[config.mk]
export PLATFORM = sky130hd
export DESIGN_NAME = enemy_spawner
export DESIGN_NICKNAME = d
export VERILOG_FILES = /design/src/rtl/enemy_spawner.sv
export SDC_FILE = /design/constraint.sdc
export NUM_CORES = 1
export LEC_CHECK = 0
export ABC_AREA = 1
export CAP_MARGIN = 20
export CORE_MARGIN = 4
export CORE_UTILIZATION = 60
export CTS_BUF_LIST = sky130_fd_sc_hd__clkbuf_4 sky130_fd_sc_hd__clkbuf_8
export DETAILED_ROUTE_END_ITERATION = 7
export GPL_TIMING_DRIVEN = 0
export PLACE_DENSITY = 0.78
export SETUP_SLACK_MARGIN = 0.1
export SYNTH_ARGS = -nofsm -noshare
export SYNTH_HDL_FRONTEND = slang
export SYNTH_SLANG_ARGS = --single-unit
export TNS_END_PERCENT = 30
[constraint.sdc]
create_clock -name clk -period 8.1 [get_ports clk]
set_clock_uncertainty 0.05 [all_clocks]
set_input_delay 1.215 -clock clk [delete_from_list [all_inputs] [get_ports clk]]
set_output_delay 1.215 -clock clk [all_outputs]
set_load 0.03 [all_outputs]
[src/rtl/enemy_spawner.sv]
// Enemy object table: per-frame sweep moves live enemies down, retires those past the bottom,
// and periodically spawns one at a random x/sprite; frame ticks arriving mid-sweep are dropped.
module enemy_spawner #(
    parameter int SLOTS        = 8,
    parameter int SPAWN_PERIOD = 32,
    parameter int SPEED        = 2,
    parameter int SCREEN_H     = 480,
    parameter int X_BASE       = 64
) (
    input  logic                     clk,
    input  logic                     rst,
    input  logic [9:0]               rand_byte,
    input  logic                     frame_tick,
    input  logic                     hit_valid,
    input  logic [$clog2(SLOTS)-1:0] hit_slot,
    input  logic [$clog2(SLOTS)-1:0] rd_idx,
    output logic                     rd_active,
    output logic [9:0]               rd_x,
    output logic [9:0]               rd_y,
    output logic [1:0]               rd_sprite,
    output logic                     busy,
    output logic                     escaped,
    output logic                     spawn_drop
);
    localparam int IW = $clog2(SLOTS);
    localparam int CW = $clog2(SPAWN_PERIOD) + 1;

    typedef enum logic [1:0] {IDLE, UPDATE, SPAWN} state_t;

    state_t          state_q, state_d;
    logic [IW-1:0]   idx_q, idx_d;
    logic [CW-1:0]   cnt_q, cnt_d;
    logic            due_q, due_d;
    logic            active_q [SLOTS];
    logic            active_d [SLOTS];
    logic [9:0]      x_q      [SLOTS];
    logic [9:0]      x_d      [SLOTS];
    logic [9:0]      y_q      [SLOTS];
    logic [9:0]      y_d      [SLOTS];
    logic [1:0]      spr_q    [SLOTS];
    logic [1:0]      spr_d    [SLOTS];
    logic            rd_active_q, rd_active_d;
    logic [9:0]      rd_x_q, rd_x_d, rd_y_q, rd_y_d;
    logic [1:0]      rd_sprite_q, rd_sprite_d;
    logic            busy_q, busy_d, esc_q, esc_d, drop_q, drop_d;

    logic            free_found;
    logic [IW-1:0]   free_idx;
    logic [10:0]     y_next;
    logic            hit_on_idx;

    always_comb begin
        state_d  = state_q;
        idx_d    = idx_q;
        cnt_d    = cnt_q;
        due_d    = due_q;
        active_d = active_q;
        x_d      = x_q;
        y_d      = y_q;
        spr_d    = spr_q;
        esc_d    = 1'b0;
        drop_d   = 1'b0;

        // Free-slot search deliberately looks at pre-edge state, so a slot freed by a hit
        // on this same edge is not reused until the next spawn.
        free_found = 1'b0;
        free_idx   = '0;
        for (int i = SLOTS - 1; i >= 0; i--) begin
            if (!active_q[i]) begin
                free_found = 1'b1;
                free_idx   = IW'(i);
            end
        end

        y_next     = {1'b0, y_q[idx_q]} + 11'(SPEED);
        hit_on_idx = hit_valid && (hit_slot == idx_q);

        if (hit_valid && active_q[hit_slot]) begin
            active_d[hit_slot] = 1'b0;
        end

        case (state_q)
            IDLE: begin
                if (frame_tick) begin
                    state_d = UPDATE;
                    idx_d   = '0;
                    if (cnt_q == CW'(SPAWN_PERIOD - 1)) begin
                        cnt_d = '0;
                        due_d = 1'b1;
                    end else begin
                        cnt_d = cnt_q + CW'(1);
                        due_d = 1'b0;
                    end
                end
            end
            UPDATE: begin
                if (active_q[idx_q] && !hit_on_idx) begin
                    if (y_next >= 11'(SCREEN_H)) begin
                        active_d[idx_q] = 1'b0;
                        esc_d           = 1'b1;
                    end else begin
                        y_d[idx_q] = y_next[9:0];
                    end
                end
                if (idx_q == IW'(SLOTS - 1)) begin
                    state_d = SPAWN;
                end else begin
                    idx_d = idx_q + IW'(1);
                end
            end
            SPAWN: begin
                state_d = IDLE;
                if (due_q) begin
                    if (free_found) begin
                        active_d[free_idx] = 1'b1;
                        y_d[free_idx]      = '0;
                        x_d[free_idx]      = 10'(X_BASE) + {1'b0, rand_byte[7:0], 1'b0};
                        spr_d[free_idx]    = rand_byte[9:8];
                    end else begin
                        drop_d = 1'b1;
                    end
                end
            end
            default: state_d = IDLE;
        endcase

        rd_active_d = active_q[rd_idx];
        rd_x_d      = x_q[rd_idx];
        rd_y_d      = y_q[rd_idx];
        rd_sprite_d = spr_q[rd_idx];
        // Stays high through the cycle after the SPAWN edge, covering the whole frame sweep.
        busy_d      = (state_d != IDLE) || (state_q != IDLE);
    end

    always_ff @(posedge clk or posedge rst) begin
        if (rst) begin
            state_q     <= IDLE;
            idx_q       <= '0;
            cnt_q       <= '0;
            due_q       <= 1'b0;
            active_q    <= '{default: 1'b0};
            x_q         <= '{default: 10'd0};
            y_q         <= '{default: 10'd0};
            spr_q       <= '{default: 2'd0};
            rd_active_q <= 1'b0;
            rd_x_q      <= '0;
            rd_y_q      <= '0;
            rd_sprite_q <= '0;
            busy_q      <= 1'b0;
            esc_q       <= 1'b0;
            drop_q      <= 1'b0;
        end else begin
            state_q     <= state_d;
            idx_q       <= idx_d;
            cnt_q       <= cnt_d;
            due_q       <= due_d;
            active_q    <= active_d;
            x_q         <= x_d;
            y_q         <= y_d;
            spr_q       <= spr_d;
            rd_active_q <= rd_active_d;
            rd_x_q      <= rd_x_d;
            rd_y_q      <= rd_y_d;
            rd_sprite_q <= rd_sprite_d;
            busy_q      <= busy_d;
            esc_q       <= esc_d;
            drop_q      <= drop_d;
        end
    end

    assign rd_active  = rd_active_q;
    assign rd_x       = rd_x_q;
    assign rd_y       = rd_y_q;
    assign rd_sprite  = rd_sprite_q;
    assign busy       = busy_q;
    assign escaped    = esc_q;
    assign spawn_drop = drop_q;
endmodule

==> impl_summary.md <==
Status
The flow ran to the end, and the final reports show no timing, DRC or antenna violations.

Finish
The library cells used most frequently in the layout, excluding fill and tap cells, are sky130_fd_sc_hd__nand2_1 (518), sky130_fd_sc_hd__o21ai_0 (228), sky130_fd_sc_hd__dfrtp_1 (213). The area growth from synthesis to layout is 13.2%. In the final layout, the share of cells above drive strength 1 is under 10%. The number of non-filler instances in the completed layout is around 2,100.

The final antenna diode count is 0. The count of nets after finishing is around 1,800. The leading cell type in the layout, fill and taps excluded is sky130_fd_sc_hd__nand2_1.

Global routing
The initial antenna violation count is 0. The first global-routing pass estimated between 60,000 and 70,000 µm of wire. For this run the aggregate overflow at the end of global routing stands at 0. The number of global-route vias before repair came to about 12,000. Entering global routing, the biggest net connects about 130 pins. For this run, the total global-route usage over all layers was measured as 37.8%.

CTS
The root cell of the clock tree is sky130_fd_sc_hd__clkbuf_8. The hold-fix buffer count after cts is 0. The clock reaches the later pin of the worst-skew pair after between 0.5 and 0.6 ns. The clock-pin slew of the registers on the worst-case setup and hold paths is ~0.06 ns. The number of resized instances in the post-cts repair step is 0. The maximum clock path buffer count is 3. CTS built an H-tree with a depth of 2.

The number of setup buffers added after CTS is 0. The clock drives approximately 210 sinks. The number of buffers inserted during clock tree synthesis is 38. The clock tree from TritonCTS is yes.

Timing
The final-report setup violation count is 0. The normalized max-slew margin is between 20% and 30%. Adding up every negative setup slack in the final design gives 0 ns. The actual slew at the worst max-slew pin is between 1 and 1.5 ns. Timing would allow up to around 0.25 GHz. The final period utilization is between 40% and 50%. The hold violation total from the final report came to 0. The clock period minus worst slack is roughly 4.0 ns. The number of max-slew violations in the final report came to 0. Setup repair after global routing left no endpoint under its margin.

Die
The starting density of the core is between 60% and 70%. The floorplan row count is 52. The core region is slightly above 0.02 mm². The count of boundary I/O pins is between 40 and 50. The die outline height is 152 µm. The area enclosed by the die boundary is between 0.02 and 0.025 mm². The die is 152 µm wide.

Synth
For this run, asynchronously set or reset flops after synthesis account for 100%. Among all flip-flop cells after synthesis, the most frequent one is sky130_fd_sc_hd__dfrtp_1. The post-synthesis average cell area is between 7 and 8 µm².

Multiplexer cells account for 0% of the synthesized area. The synthesized netlist devotes 0.804% of its cell area to adder and majority cells. Synthesis produced a netlist with a net count of 1,721. The dominant cell type by area after synthesis is sky130_fd_sc_hd__dfrtp_1.

The xor and xnor area share after synthesis is less than 1%. Counting flops and latches in the post-synthesis netlist gives ~210. Counting flops with a built-in enable in the synthesized netlist gives 0. After synthesis, the largest family of logic cells by area is simple AND/OR/NAND/NOR gates. By area the synthesized netlist is led by sky130_fd_sc_hd__dfrtp_1 (43%), sky130_fd_sc_hd__nand2_1 (16%), sky130_fd_sc_hd__o21ai_0 (9.2%), sky130_fd_sc_hd__inv_1 (4.6%), sky130_fd_sc_hd__nand4_1 (4.2%). The synthesized instance count is 1,693. Summing the areas of all compound-gate instances in the mapped netlist gives roughly a fifth of the synthesized area. The Yosys warning count is 0. The simple-gate share of the synthesized area is ~28%. The combined area of all synthesized cells is 0.0125 mm². The number of different library cells used by synthesis comes to 47. The fraction of the yosys area taken by sequential cells is a little over two fifths. The fraction of post-synthesis cell area in the top cell type by area is 42.8%.

Place
The global placer's final weighted congestion is roughly 0.99. During placement, the flow inserted port buffers numbering 42. Once detailed placement completed, the half-perimeter wirelength came to roughly 32,000 µm. The count of placed standard cells including taps is 2,006.

Detailed routing
For this run, design rule violations remaining after detail routing come to 0. Wires add up to ~44,000 µm. The routed via count divided by cell count is 6.23. The number of search-and-repair iterations in the first detailed-routing pass is 7. The routed length per instance is about 21 µm. The detailed router placed 12,900 vias in this run.

Once detail routing completed, the nets flagged for antenna violations numbered 0. The DRC violation total after the first TritonRoute iteration is between 1,500 and 2,000.

Worst setup path
The setup slack of the worst register-to-register path is 4.14 ns. The worst setup path is launched from a flop. Counting cells, the worst reg-to-reg path comes to 19. The category of the most critical setup path is flop to flop. The worst register-to-register path begins at idx_q[2].

STA classifies the critical path endpoint as a flop. Data on the critical path is required at its endpoint by 8.48 ns. The beginning of the critical path is idx_q[2]. Following the worst setup path forward leads to its endpoint at y_q[58].

The signal arrival time at the worst endpoint is between 4 and 5 ns. Of all nets on the critical path, the largest fanout is 10. The worst register-to-register path ends at y_q[58].

Power
The total design power is between 3 and 4 mW. For this design the static power due to leakage is roughly 6.4 nW. The power density over cell area is ~280 mW/mm².

VDD sags by at most just over 0.0002 V.

Run
Max-cap violations in this run came to 0.

Min path
The class of the tightest hold or removal check is flop to flop.
[worst min path at each step]
stage | end | start | cells past startpoint | slack (ns)
finish | y_q[79] | y_q[79] | 2 | 0.43
global placement | y_q[28] | y_q[28] | 2 | 0.40
CTS | y_q[28] | y_q[28] | 2 | 0.42
global route | y_q[51] | y_q[51] | 2 | 0.45
floorplan | y_q[11] | y_q[11] | 2 | 0.39
detailed placement | y_q[28] | y_q[28] | 2 | 0.41
[power by group]
part           internal, mW  switching (mW)
registers              1.15          0.0748
clock network         0.640           0.483
logic                 0.400            1.14
[layer usage]
metal / vias up / part of all wire (%) / global-route usage (%)
li1: 5877 / - / -
met1: 6014 / 40 / 54.1
met2: 873 / 41 / 51.9
met3: 178 / 13 / 11.3
met4: 0 / 5.6 / 19.3
met5: - / 0 / 0
[logic make-up after synthesis]
| kind of cell | count (synthesis) |
|---|---|
| AND/OR/NAND/NOR | 779 |
| AO/OA/AOI/OAI | 413 |
| buffers and inverters | 273 |
| adder cells (fa/ha/maj) | 8 |
| other | 1 |
| XOR/XNOR | 6 |
| flip-flops | 213 |
[cell usage after synthesis, types with 4 or more instances]
| master | instances |
|---|---|
| sky130_fd_sc_hd__inv_2 | 10 |
| sky130_fd_sc_hd__nand3_1 | 65 |
| sky130_fd_sc_hd__nand3_2 | 4 |
| sky130_fd_sc_hd__nand2_2 | 10 |
| sky130_fd_sc_hd__nand2_1 | 518 |
| sky130_fd_sc_hd__dfrtp_1 | 213 |
| sky130_fd_sc_hd__a211oi_1 | 5 |
| sky130_fd_sc_hd__buf_2 | 11 |
| sky130_fd_sc_hd__o21a_1 | 4 |
| sky130_fd_sc_hd__o211ai_1 | 12 |
| sky130_fd_sc_hd__ha_1 | 8 |
| sky130_fd_sc_hd__buf_6 | 5 |
| sky130_fd_sc_hd__inv_1 | 152 |
| sky130_fd_sc_hd__o21ai_1 | 7 |
| sky130_fd_sc_hd__buf_1 | 6 |
| sky130_fd_sc_hd__nor2_2 | 5 |
| sky130_fd_sc_hd__a31oi_1 | 23 |
| sky130_fd_sc_hd__buf_4 | 6 |
| sky130_fd_sc_hd__nor3_1 | 8 |
| sky130_fd_sc_hd__clkbuf_1 | 79 |
| sky130_fd_sc_hd__a21oi_1 | 70 |
| sky130_fd_sc_hd__o21ai_0 | 228 |
| sky130_fd_sc_hd__nor2_1 | 65 |
| sky130_fd_sc_hd__nand3_4 | 8 |
| sky130_fd_sc_hd__nand4_1 | 84 |
| sky130_fd_sc_hd__o22ai_1 | 6 |
| sky130_fd_sc_hd__xor2_1 | 5 |
| sky130_fd_sc_hd__o32ai_1 | 45 |
[worst max-delay path: stages, from the launching register on]
cell and delay, ns:
sky130_fd_sc_hd__dfrtp_1 0.40, sky130_fd_sc_hd__inv_1 0.21, sky130_fd_sc_hd__nor2_1 0.39, sky130_fd_sc_hd__nand3_1 0.14, sky130_fd_sc_hd__nand2_1 0.10, sky130_fd_sc_hd__inv_2 0.04, sky130_fd_sc_hd__nand2_4 0.19, sky130_fd_sc_hd__ha_1 0.22
sky130_fd_sc_hd__inv_1 0.05, sky130_fd_sc_hd__nor2_2 0.15, sky130_fd_sc_hd__nand2_2 0.10, sky130_fd_sc_hd__xor2_2 0.64, sky130_fd_sc_hd__nor2_1 0.16, sky130_fd_sc_hd__nand3_2 0.14, sky130_fd_sc_hd__nand3_2 0.07, sky130_fd_sc_hd__nand2_2 0.20
sky130_fd_sc_hd__buf_12 0.21, sky130_fd_sc_hd__nand3_4 0.18, sky130_fd_sc_hd__nand2_1 0.11, sky130_fd_sc_hd__nand2_1 0.05
[state kept, by name (all words and copies together) (netlist names), 2 cells and up]
name and cells:
idx_q 3, active_q 8, rd_sprite 2, y_q 80, rd_y 10, rd_x 9, spr_q 16, x_q 72
cnt_q 6, state_q 2
[final cells by class]
class	instances	area, µm²
inverters	163	619
multi-input cells	1207	5980
well taps	270	338
repair buffers	44	455
clock inverters	13	123
clock buffers	56	721
fillers	1756	6200
flip-flops and latches	213	5330
plain buffers	110	526
[through the flow]
stage / setup WS, ns / cell area [µm²] / utilization [%] / hold slack, ns
final: 4.14 / 14100 / 69.4 / 0.427
after global routing: 4.05 / 14100 / 69.4 / 0.453
after CTS: 4.35 / 14100 / 69.4 / 0.424
after detailed placement: 4.29 / 13200 / 65.2 / 0.409
after global placement: -1.73 / 13200 / 65.1 / 0.404
after floorplan: 1.01 / 12500 / - / 0.392
(Power assumes the default switching activity.)
